===== src/rtl/dds_sweep_ctrl.sv =====
// Linear frequency-sweep sequencer driving the freq/synch inputs of one dds_slave.
// Latency: first point one cycle after start; synch pulses exactly max(dwell_time,1) cycles apart.
// Backpressure: none; start is ignored while busy, and abort returns to idle on the next cycle.
//
// Ports:
//   clk, reset_n         clock and asynchronous active-low reset
//   start, abort         sweep request (ignored while busy) / terminate (wins over start)
//   f_start, f_step      first frequency word and two's-complement per-point increment
//   n_steps, dwell_time  number of points and cycles between consecutive synch pulses
//   ph_adj_ready         dds_slave phase-adjust done flag
//   freq, synch          frequency word and its one-cycle load strobe
//   ph_adj_start         one-cycle phase-adjust trigger
//   busy, done           sweep in progress / one-cycle normal-completion pulse
//   step_idx             0-based index of the current point
//
// Optional feature: define DDS_SWEEP_PHADJ_EN to trigger a phase adjustment after each
// point and hold the dwell until ph_adj_ready. Without it ph_adj_start is tied low and
// ph_adj_ready is ignored.
module dds_sweep_ctrl #(
    parameter int IDX_W   = 16,
    parameter int DWELL_W = 32
) (
    input  logic               clk,
    input  logic               reset_n,
    input  logic               start,
    input  logic               abort,
    input  logic [31:0]        f_start,
    input  logic [31:0]        f_step,
    input  logic [IDX_W-1:0]   n_steps,
    input  logic [DWELL_W-1:0] dwell_time,
    input  logic               ph_adj_ready,
    output logic [31:0]        freq,
    output logic               synch,
    output logic               ph_adj_start,
    output logic               busy,
    output logic               done,
    output logic [IDX_W-1:0]   step_idx
);

    typedef enum logic [2:0] {
        S_IDLE   = 3'd0,
        S_ISSUE  = 3'd1,
        S_DWELL  = 3'd2,
        S_FINISH = 3'd3
`ifdef DDS_SWEEP_PHADJ_EN
        ,
        S_PHWAIT = 3'd4
`endif
    } state_t;

    state_t state;
    state_t state_nxt;
    state_t adv_state;

    // Sweep parameters captured when a start is accepted
    logic [31:0]        step_r;
    logic [IDX_W-1:0]   n_r;
    logic [DWELL_W-1:0] dwell_r;

    // Cycles remaining before the next point; 0 means advance this cycle
    logic [DWELL_W-1:0] cnt;
    logic [DWELL_W-1:0] dw_src;
    logic [DWELL_W-1:0] cnt_load;
    logic               cnt_zero;

    logic               accept;
    logic [IDX_W:0]     idx_plus1;
    logic               more_pts;

    logic [31:0]        freq_nxt;
    logic [IDX_W-1:0]   step_idx_nxt;
    logic               synch_nxt;
    logic               busy_nxt;
    logic               done_nxt;

    assign accept   = (state == S_IDLE) && start && !abort;
    assign cnt_zero = (cnt == '0);

    // On the first point the parameters are not yet latched, so use the live input
    assign dw_src   = (state == S_IDLE) ? dwell_time : dwell_r;
    assign cnt_load = (dw_src == '0) ? '0 : dw_src - DWELL_W'(1);

    // step_idx < n_steps-1 written without the subtraction so n_steps=1 cannot underflow
    assign idx_plus1 = {1'b0, step_idx} + (IDX_W + 1)'(1);
    assign more_pts  = idx_plus1 < {1'b0, n_r};
    assign adv_state = more_pts ? S_ISSUE : S_FINISH;

`ifdef DDS_SWEEP_PHADJ_EN
    // Guard so ready is not sampled until two cycles after the ph_adj_start pulse
    logic [1:0] ph_hold;
    logic       ph_ok;
    logic       ph_adj_start_nxt;

    assign ph_ok = ph_adj_ready && (ph_hold == 2'd0);
`else
    logic unused_ph_adj_ready;

    assign unused_ph_adj_ready = ph_adj_ready;
    assign ph_adj_start        = 1'b0;
`endif

    // State and datapath registers
    always_ff @(posedge clk or negedge reset_n) begin
        if (!reset_n) begin
            state    <= S_IDLE;
            step_r   <= '0;
            n_r      <= '0;
            dwell_r  <= '0;
            cnt      <= '0;
            freq     <= '0;
            step_idx <= '0;
            synch    <= 1'b0;
            busy     <= 1'b0;
            done     <= 1'b0;
`ifdef DDS_SWEEP_PHADJ_EN
            ph_hold      <= 2'd0;
            ph_adj_start <= 1'b0;
`endif
        end else begin
            state <= state_nxt;
            if (accept) begin
                step_r  <= f_step;
                n_r     <= n_steps;
                dwell_r <= dwell_time;
            end
            if (state_nxt == S_ISSUE) begin
                cnt <= cnt_load;
            end else if (state_nxt == S_DWELL) begin
                cnt <= cnt - DWELL_W'(1);
            end
            freq     <= freq_nxt;
            step_idx <= step_idx_nxt;
            synch    <= synch_nxt;
            busy     <= busy_nxt;
            done     <= done_nxt;
`ifdef DDS_SWEEP_PHADJ_EN
            if (state != S_PHWAIT && state_nxt == S_PHWAIT) begin
                ph_hold <= 2'd2;
            end else if (state == S_PHWAIT && ph_hold != 2'd0) begin
                ph_hold <= ph_hold - 2'd1;
            end
            ph_adj_start <= ph_adj_start_nxt;
`endif
        end
    end

    // Next-state logic
    always_comb begin
        state_nxt = state;
        case (state)
            S_IDLE: begin
                if (start && !abort) begin
                    state_nxt = (n_steps == '0) ? S_FINISH : S_ISSUE;
                end
            end
            S_ISSUE: begin
                if (abort) begin
                    state_nxt = S_IDLE;
                end else begin
`ifdef DDS_SWEEP_PHADJ_EN
                    state_nxt = S_PHWAIT;
`else
                    state_nxt = cnt_zero ? adv_state : S_DWELL;
`endif
                end
            end
            S_DWELL: begin
                if (abort) begin
                    state_nxt = S_IDLE;
                end else begin
                    state_nxt = cnt_zero ? adv_state : S_DWELL;
                end
            end
`ifdef DDS_SWEEP_PHADJ_EN
            // The ready cycle is the first counted dwell cycle
            S_PHWAIT: begin
                if (abort) begin
                    state_nxt = S_IDLE;
                end else if (ph_ok) begin
                    state_nxt = cnt_zero ? adv_state : S_DWELL;
                end
            end
`endif
            S_FINISH: state_nxt = S_IDLE;
            default:  state_nxt = S_IDLE;
        endcase
    end

    // Registered-output next values, derived from the state being entered
    always_comb begin
        freq_nxt     = freq;
        step_idx_nxt = step_idx;
        if (state_nxt == S_ISSUE) begin
            if (state == S_IDLE) begin
                freq_nxt     = f_start;
                step_idx_nxt = '0;
            end else begin
                freq_nxt     = freq + step_r;
                step_idx_nxt = idx_plus1[IDX_W-1:0];
            end
        end
        synch_nxt = (state_nxt == S_ISSUE);
        done_nxt  = (state_nxt == S_FINISH);
`ifdef DDS_SWEEP_PHADJ_EN
        busy_nxt  = (state_nxt == S_ISSUE) || (state_nxt == S_DWELL) || (state_nxt == S_PHWAIT);
        ph_adj_start_nxt = (state == S_ISSUE) && (state_nxt == S_PHWAIT);
`else
        busy_nxt  = (state_nxt == S_ISSUE) || (state_nxt == S_DWELL);
`endif
    end

endmodule


===== config.mk =====
export PLATFORM = sky130hd
export DESIGN_NAME = dds_sweep_ctrl
export DESIGN_NICKNAME = d
export VERILOG_FILES = /design/src/rtl/dds_sweep_ctrl.sv
export SDC_FILE = /design/constraint.sdc
export NUM_CORES = 1
export LEC_CHECK = 0
export CORE_MARGIN = 5
export CORE_UTILIZATION = 55
export DETAILED_ROUTE_END_ITERATION = 6
export GPL_TIMING_DRIVEN = 0
export PLACE_DENSITY = 0.81
export SLEW_MARGIN = 10
export SYNTH_ARGS = -nofsm -noshare
export SYNTH_HDL_FRONTEND = slang
export SYNTH_SLANG_ARGS = --single-unit
export TNS_END_PERCENT = 30

===== constraint.sdc =====
create_clock -name clk -period 5.14 [get_ports clk]
set_input_delay 0.771 -clock clk [delete_from_list [all_inputs] [get_ports clk]]
set_output_delay 0.771 -clock clk [all_outputs]
set_load 0.02 [all_outputs]

## Word-level counts from Yosys, hierarchy flattened

Cells that the tools add are included.
Widths: inputs -> output; s select.

| storage, ports and cells | value |
|---|---|
| register bits | 166 |
| bits of input ports | 117 |
| output and inout port bits | 52 |
| word-level logic and storage cells | 43 |

| cells by class | value |
|---|---|
| order comparisons | 1 |
| add/sub/neg operators | 4 |
| reduce and logical (&&, ||, !) cells | 11 |
| multiplexer cells | 12 |
| equality and inequality tests | 5 |

Operators with widths:

| kind | number |
|---|---|
| $mux 32 | 5 |
| $logic_not 32->1 | 2 |
| $sub 32x1->32 const B | 2 |
| $add 32x32->32 | 1 |
| $add 16x1->17 const B | 1 |
| $lt 17x16->1 | 1 |
| $logic_not 16->1 | 1 |
| $mux 16 | 1 |
| $eq 3x2->1 const B | 3 |
| $mux 2 | 4 |
| $eq 3x1->1 const B | 2 |
| $pmux 3 s2 | 1 |
| $logic_and 1x1->1 | 3 |
| $logic_not 3->1 | 1 |
| $mux 3 | 1 |
| $reduce_bool 2->1 | 1 |
| $reduce_or 2->1 | 1 |
| $logic_not 1->1 | 1 |
| $logic_or 1x1->1 | 1 |

## Longest topological paths before layout

| depth | value |
|---|---|
| depth in word-level cells | 9 |
| depth in mapped cells | 21 |
| depth with buffers taken out | 19 |

## Least setup slack after synthesis

No wires, ideal clock.

| timing path | value |
|---|---|
| path type | reg2reg |
| from | register step_idx[0] |
| to | register freq[31] |
| period minus slack after synthesis | 4.258 ns |
| path slack | 0.882 ns |
| stages on the path, launching flop included | 21 |
| buffers on the path | 1 |
| setup time | 0.140 ns |
| data required time | 5.000 ns |
| data arrival time | 4.118 ns |
| path through | dfrtp_1 ha_1 nand3_1 or3_1 clkbuf_1 nor2_1 nand2_1 xnor2_1 ha_1 a21o_1 a21oi_1 o31ai_1 or4_1 o21ba_2 nor2_8 nand2_4 inv_2 a21oi_1 or4_1 a21oi_1 a311oi_1 |

| between the ends | value |
|---|---|
| cells in the longest elaborated chain, start to end | 7 |

RTL lines:

| element | line | source |
|---|---|---|
| start: declaration | 37 | `output logic [IDX_W-1:0] step_idx` |
| start signal: assignment | 132 | `step_idx <= step_idx_nxt;` |
| $add 16x1->17 | 84 | `assign idx_plus1 = {1'b0, step_idx} + (IDX_W + 1)'(1);` |
| $lt 17x16->1 | 85 | `assign more_pts = idx_plus1 < {1'b0, n_r};` |
| $mux 2 | 86 | `assign adv_state = more_pts ? S_ISSUE : S_FINISH;` |
| $mux 2 | 163, 171 |  |
| $mux 2 | 157, 168 |  |
| $pmux 3 s2 | 150 | `case (state)` |
| $eq 3x1->1 | 193 | `if (state_nxt == S_ISSUE) begin` |
| end signal: assignment | 131 | `freq <= freq_nxt;` |
| end: declaration | 32 | `output logic [31:0] freq,` |

Every way passes these cells.
A chain may end at the register's enable or synchronous reset.

## Worst setup path in the final report

| timing path | value |
|---|---|
| from | register step_idx[0] |
| to | register freq[7] |

| between the ends | value |
|---|---|
| cells in the longest elaborated chain, start to end | 7 |

RTL lines:

| element | line | source |
|---|---|---|
| $add 16x1->17 | 84 |  |
| $lt 17x16->1 | 85 |  |
| $mux 2 | 86 |  |
| $mux 2 | 163, 171 |  |
| $mux 2 | 157, 168 |  |
| $pmux 3 s2 | 150 |  |
| $eq 3x1->1 | - |  |
| via synch_nxt | 72 | `logic synch_nxt;` |

The timed path passes the listed nets, and every way through them passes these cells.

==> results.json <==
{
  "antenna_found_initial": 0,
  "p_leak_nw": 5.85,
  "synth_area_leaders": "dfrtp_1 38%, nand2_1 11%, ha_1 5.7%, a21oi_1 4.1%, xnor2_1 3.8%",
  "ys.warnings.count": 0,
  "synthFlopType": "dfrtp_1",
  "peakVddDrop_uv": 242,
  "place.gp.congestion": 0.969,
  "gr-usage-all-layers_pct": 30.7,
  "vias": 10984,
  "clockBufferDepth": 2,
  "synth_most_common_cell": "nand2_1",
  "fin_util_pct": 69.5,
  "power_mw": 5.93,
  "avgSynthCellArea_sq_um": 8.06,
  "min_path_type": "in2async",
  "p_sw_share_pct": 39.1,
  "cts_sinks": 166,
  "place_hpwl_um": 25800,
  "path_class": "reg2reg",
  "fp.dieW_um": 150,
  "final.fill_count": 1552,
  "reg2reg_to": "freq[7]$_DFFE_PN0N_",
  "syn_area_sq_um": 10800,
  "final_hold_viol_count": 0,
  "worstMarginPinSlew_ps": 1290,
  "grt_max_degree": 87,
  "clock_latency_ps": 440,
  "ys_seq_area_share_pct": 38.3,
  "start_util_pct": 55.7,
  "p_int_mw": 3.61,
  "slowest_stage": "or4_1",
  "crit_chain": "ha_1 > nand3_1 > or3_1 > clkbuf_1 > nor2_1 > nand2_1 > xnor2_1 > ha_1 > a21o_1 > a21oi_1 > o31ai_1 > or4_1 > o21ba_2 > nor2_8 > nand2_4 > inv_2 > buf_6 > buf_2 > buf_4 > a21oi_1",
  "synth_largest_area_cell": "dfrtp_1",
  "io_pins": 169,
  "p_switching_mw": 2.32,
  "clockPowerShare_pct": 23.2,
  "required_ps": 5460,
  "cts_made_buffers": 17,
  "max_slew_margin_pct": 14.0,
  "finalCritPeriodShare_pct": 94.3,
  "yosysUniqueCellTypes": 68,
  "rsz0062_at_grt": "true",
  "synth.top_cell.area_share_pct": 38.3,
  "r2r_setup_slack_ps": 290,
  "fin_crit_ps": 4850,
  "crit_buf_inv": 5,
  "worstReg2RegStart": "step_idx[0]$_DFFE_PN0N_",
  "detail-route-antenna-nets": 0,
  "synth_edf_count": 0,
  "post-cts-setup-buffers": 0,
  "syn_inst": 1345,
  "startpoint": "step_idx[0]$_DFFE_PN0N_",
  "cp-start-kind": "register",
  "crit_family": "simple AND/OR/NAND/NOR gates",
  "drt-vias-per-instance": 6.07,
  "cpPeakStageDelay_ps": 570,
  "power_density_nw_per_um2": 439,
  "wl_um": 34700,
  "power.share.combinational_pct": 43.6,
  "first_iter_violations": 966,
  "crit_arrival_ps": 5170,
  "critical_path.max_fanout": 10,
  "reg2reg_depth": 20,
  "critPathCaptureType": "register",
  "detail_route.wl_per_cell_um": 19.2,
  "ys_ff_latch": 166,
  "synthArstFlopShare_pct": 100,
  "grt_pass1_wl_um": 54500,
  "die_h_um": 150,
  "portBuffers": 166,
  "cts_tree": "done",
  "yosys-top-cells-count": "324 x nand2_1, 166 x dfrtp_1, 100 x nor2_1",
  "pre_cts_slack_ps": -873,
  "h-tree-depth": 4,
  "skew_ps": 12.3,
  "finalWorstSetupSlack_ps": 292,
  "maxSlewViolCount": 0,
  "drc": 0,
  "max_freq_mhz": 206,
  "core_area_sq_um": 19500,
  "drive_gt1_share_pct": 4.08,
  "die_area_sq_um": 22600,
  "syn_to_final_growth_pct": 24.8,
  "p_seq_share_pct": 33.2,
  "diodes": 0,
  "firstDrtPassIters": 5,
  "clockRootBuffer": "clkbuf_16",
  "overflow": 0,
  "path_clk_slew_ps": 70,
  "setup_violations": 0,
  "max_cap_violations": 0,
  "rows": 51,
  "status": "finished clean",
  "nNetsFinal": 1699,
  "grt_pass1_vias": 10403
}
power groups by stage:
| stage | registers, mW | clock network [mW] | logic (mW) |
|---|---|---|---|
| finish | 1.97 | 1.38 | 2.59 |
| global route | 2.01 | 1.43 | 2.85 |
| CTS | 1.96 | 1.39 | 2.55 |
| detailed placement | 1.97 | 0 | 2.53 |
| global placement | 1.96 | 0 | 2.47 |
| floorplan | 2.05 | 0 | 1.58 |
worst max path at each step:
stage | cells past startpoint | to | slack [ps]
final | 20 | freq[7]$_DFFE_PN0N_ | 290
after global routing | 20 | freq[13]$_DFFE_PN0N_ | -2
after CTS | 15 | cnt[25]$_DFFE_PN0P_ | 90
after detailed placement | 15 | cnt[25]$_DFFE_PN0P_ | -870
after global placement | 1 | dwell_r[9]$_DFFE_PN0P_ | -3520
after floorplan | 20 | freq[31]$_DFFE_PN0N_ | 880
what timing repair did:
action                                  CTS  global route
cloned                                    0             0
hold buffers                              0             0
endpoints found under the setup margin   32            46
gates resized for setup                   4            13
cell type report:
type                            count  area (sq um)  area share (%)
Multi-Input combinational cell   1080          6310            46.7
Timing Repair Buffer              167          1690            12.5
Inverter                           31           116           0.860
Clock buffer                       21           450            3.33
Clock inverter                     10           171            1.27
Sequential cell                   166          4150            30.7
Buffer                             69           293            2.16
Tap cell                          265           332            2.45
cell families after synthesis:
group	count (synthesis)	share of synthesized area, %
AO/OA/AOI/OAI	309	17.8
XOR/XNOR	77	6.29
adder cells (fa/ha/maj)	50	5.84
buffers and inverters	100	3.67
flip-flops	166	38.3
multiplexers	27	2.53
other	1	0.0346
AND/OR/NAND/NOR	615	25.5
routing by layer:
metal,track usage [%],up-vias,part of all wire [%]
met3,6.89,78,9.9
met1,44.2,5239,44
li1,-,5095,-
met2,45.4,572,44
met5,0,-,0
met4,11.2,0,2.9
registers in the layout, indices dropped and copies added (netlist names):
register and flops:
n_r 16, freq 32, done 1, step_idx 16, synch 1, cnt 32
dwell_r 32, step_r 32, state 3, busy 1
placed cells by master (no fill, tap or decap), types with 9 or more instances in the layout:
master	synthesis	final
nor3_1	38	36
or4_1	9	9
a211oi_1	16	15
and2_1	10	10
dfrtp_1	166	166
nor2_1	100	100
clkbuf_1	49	47
clkdlybuf4s50_1	0	165
nand2_1	324	324
nor4_1	21	21
a21o_1	20	20
o21a_1	9	9
mux2i_1	24	24
ha_1	49	49
nand3_1	26	26
xnor2_1	47	47
inv_1	30	30
and3_1	13	13
clkbuf_16	0	17
a21oi_1	89	89
a31oi_1	21	21
xor2_1	29	29
nand4_1	13	13
o21ai_0	82	82
buf_1	9	9
nand2b_1	10	10
a221oi_1	13	13
or3_1	24	24
per-stage QoR:
step                      hold WS, ps  instance area [sq um]  instances  TNS (ps)
after detailed placement          467                  12900       1778    -19970
after global routing              343                  13500       1809     -3.77
final                             283                  13500       1809         0
after CTS                         332                  13500       1809         0
after floorplan                   440                  10800       1346         0
after global placement            455                  12800       1777   -601010
No activity file was read; power rests on OpenSTA's default activity.
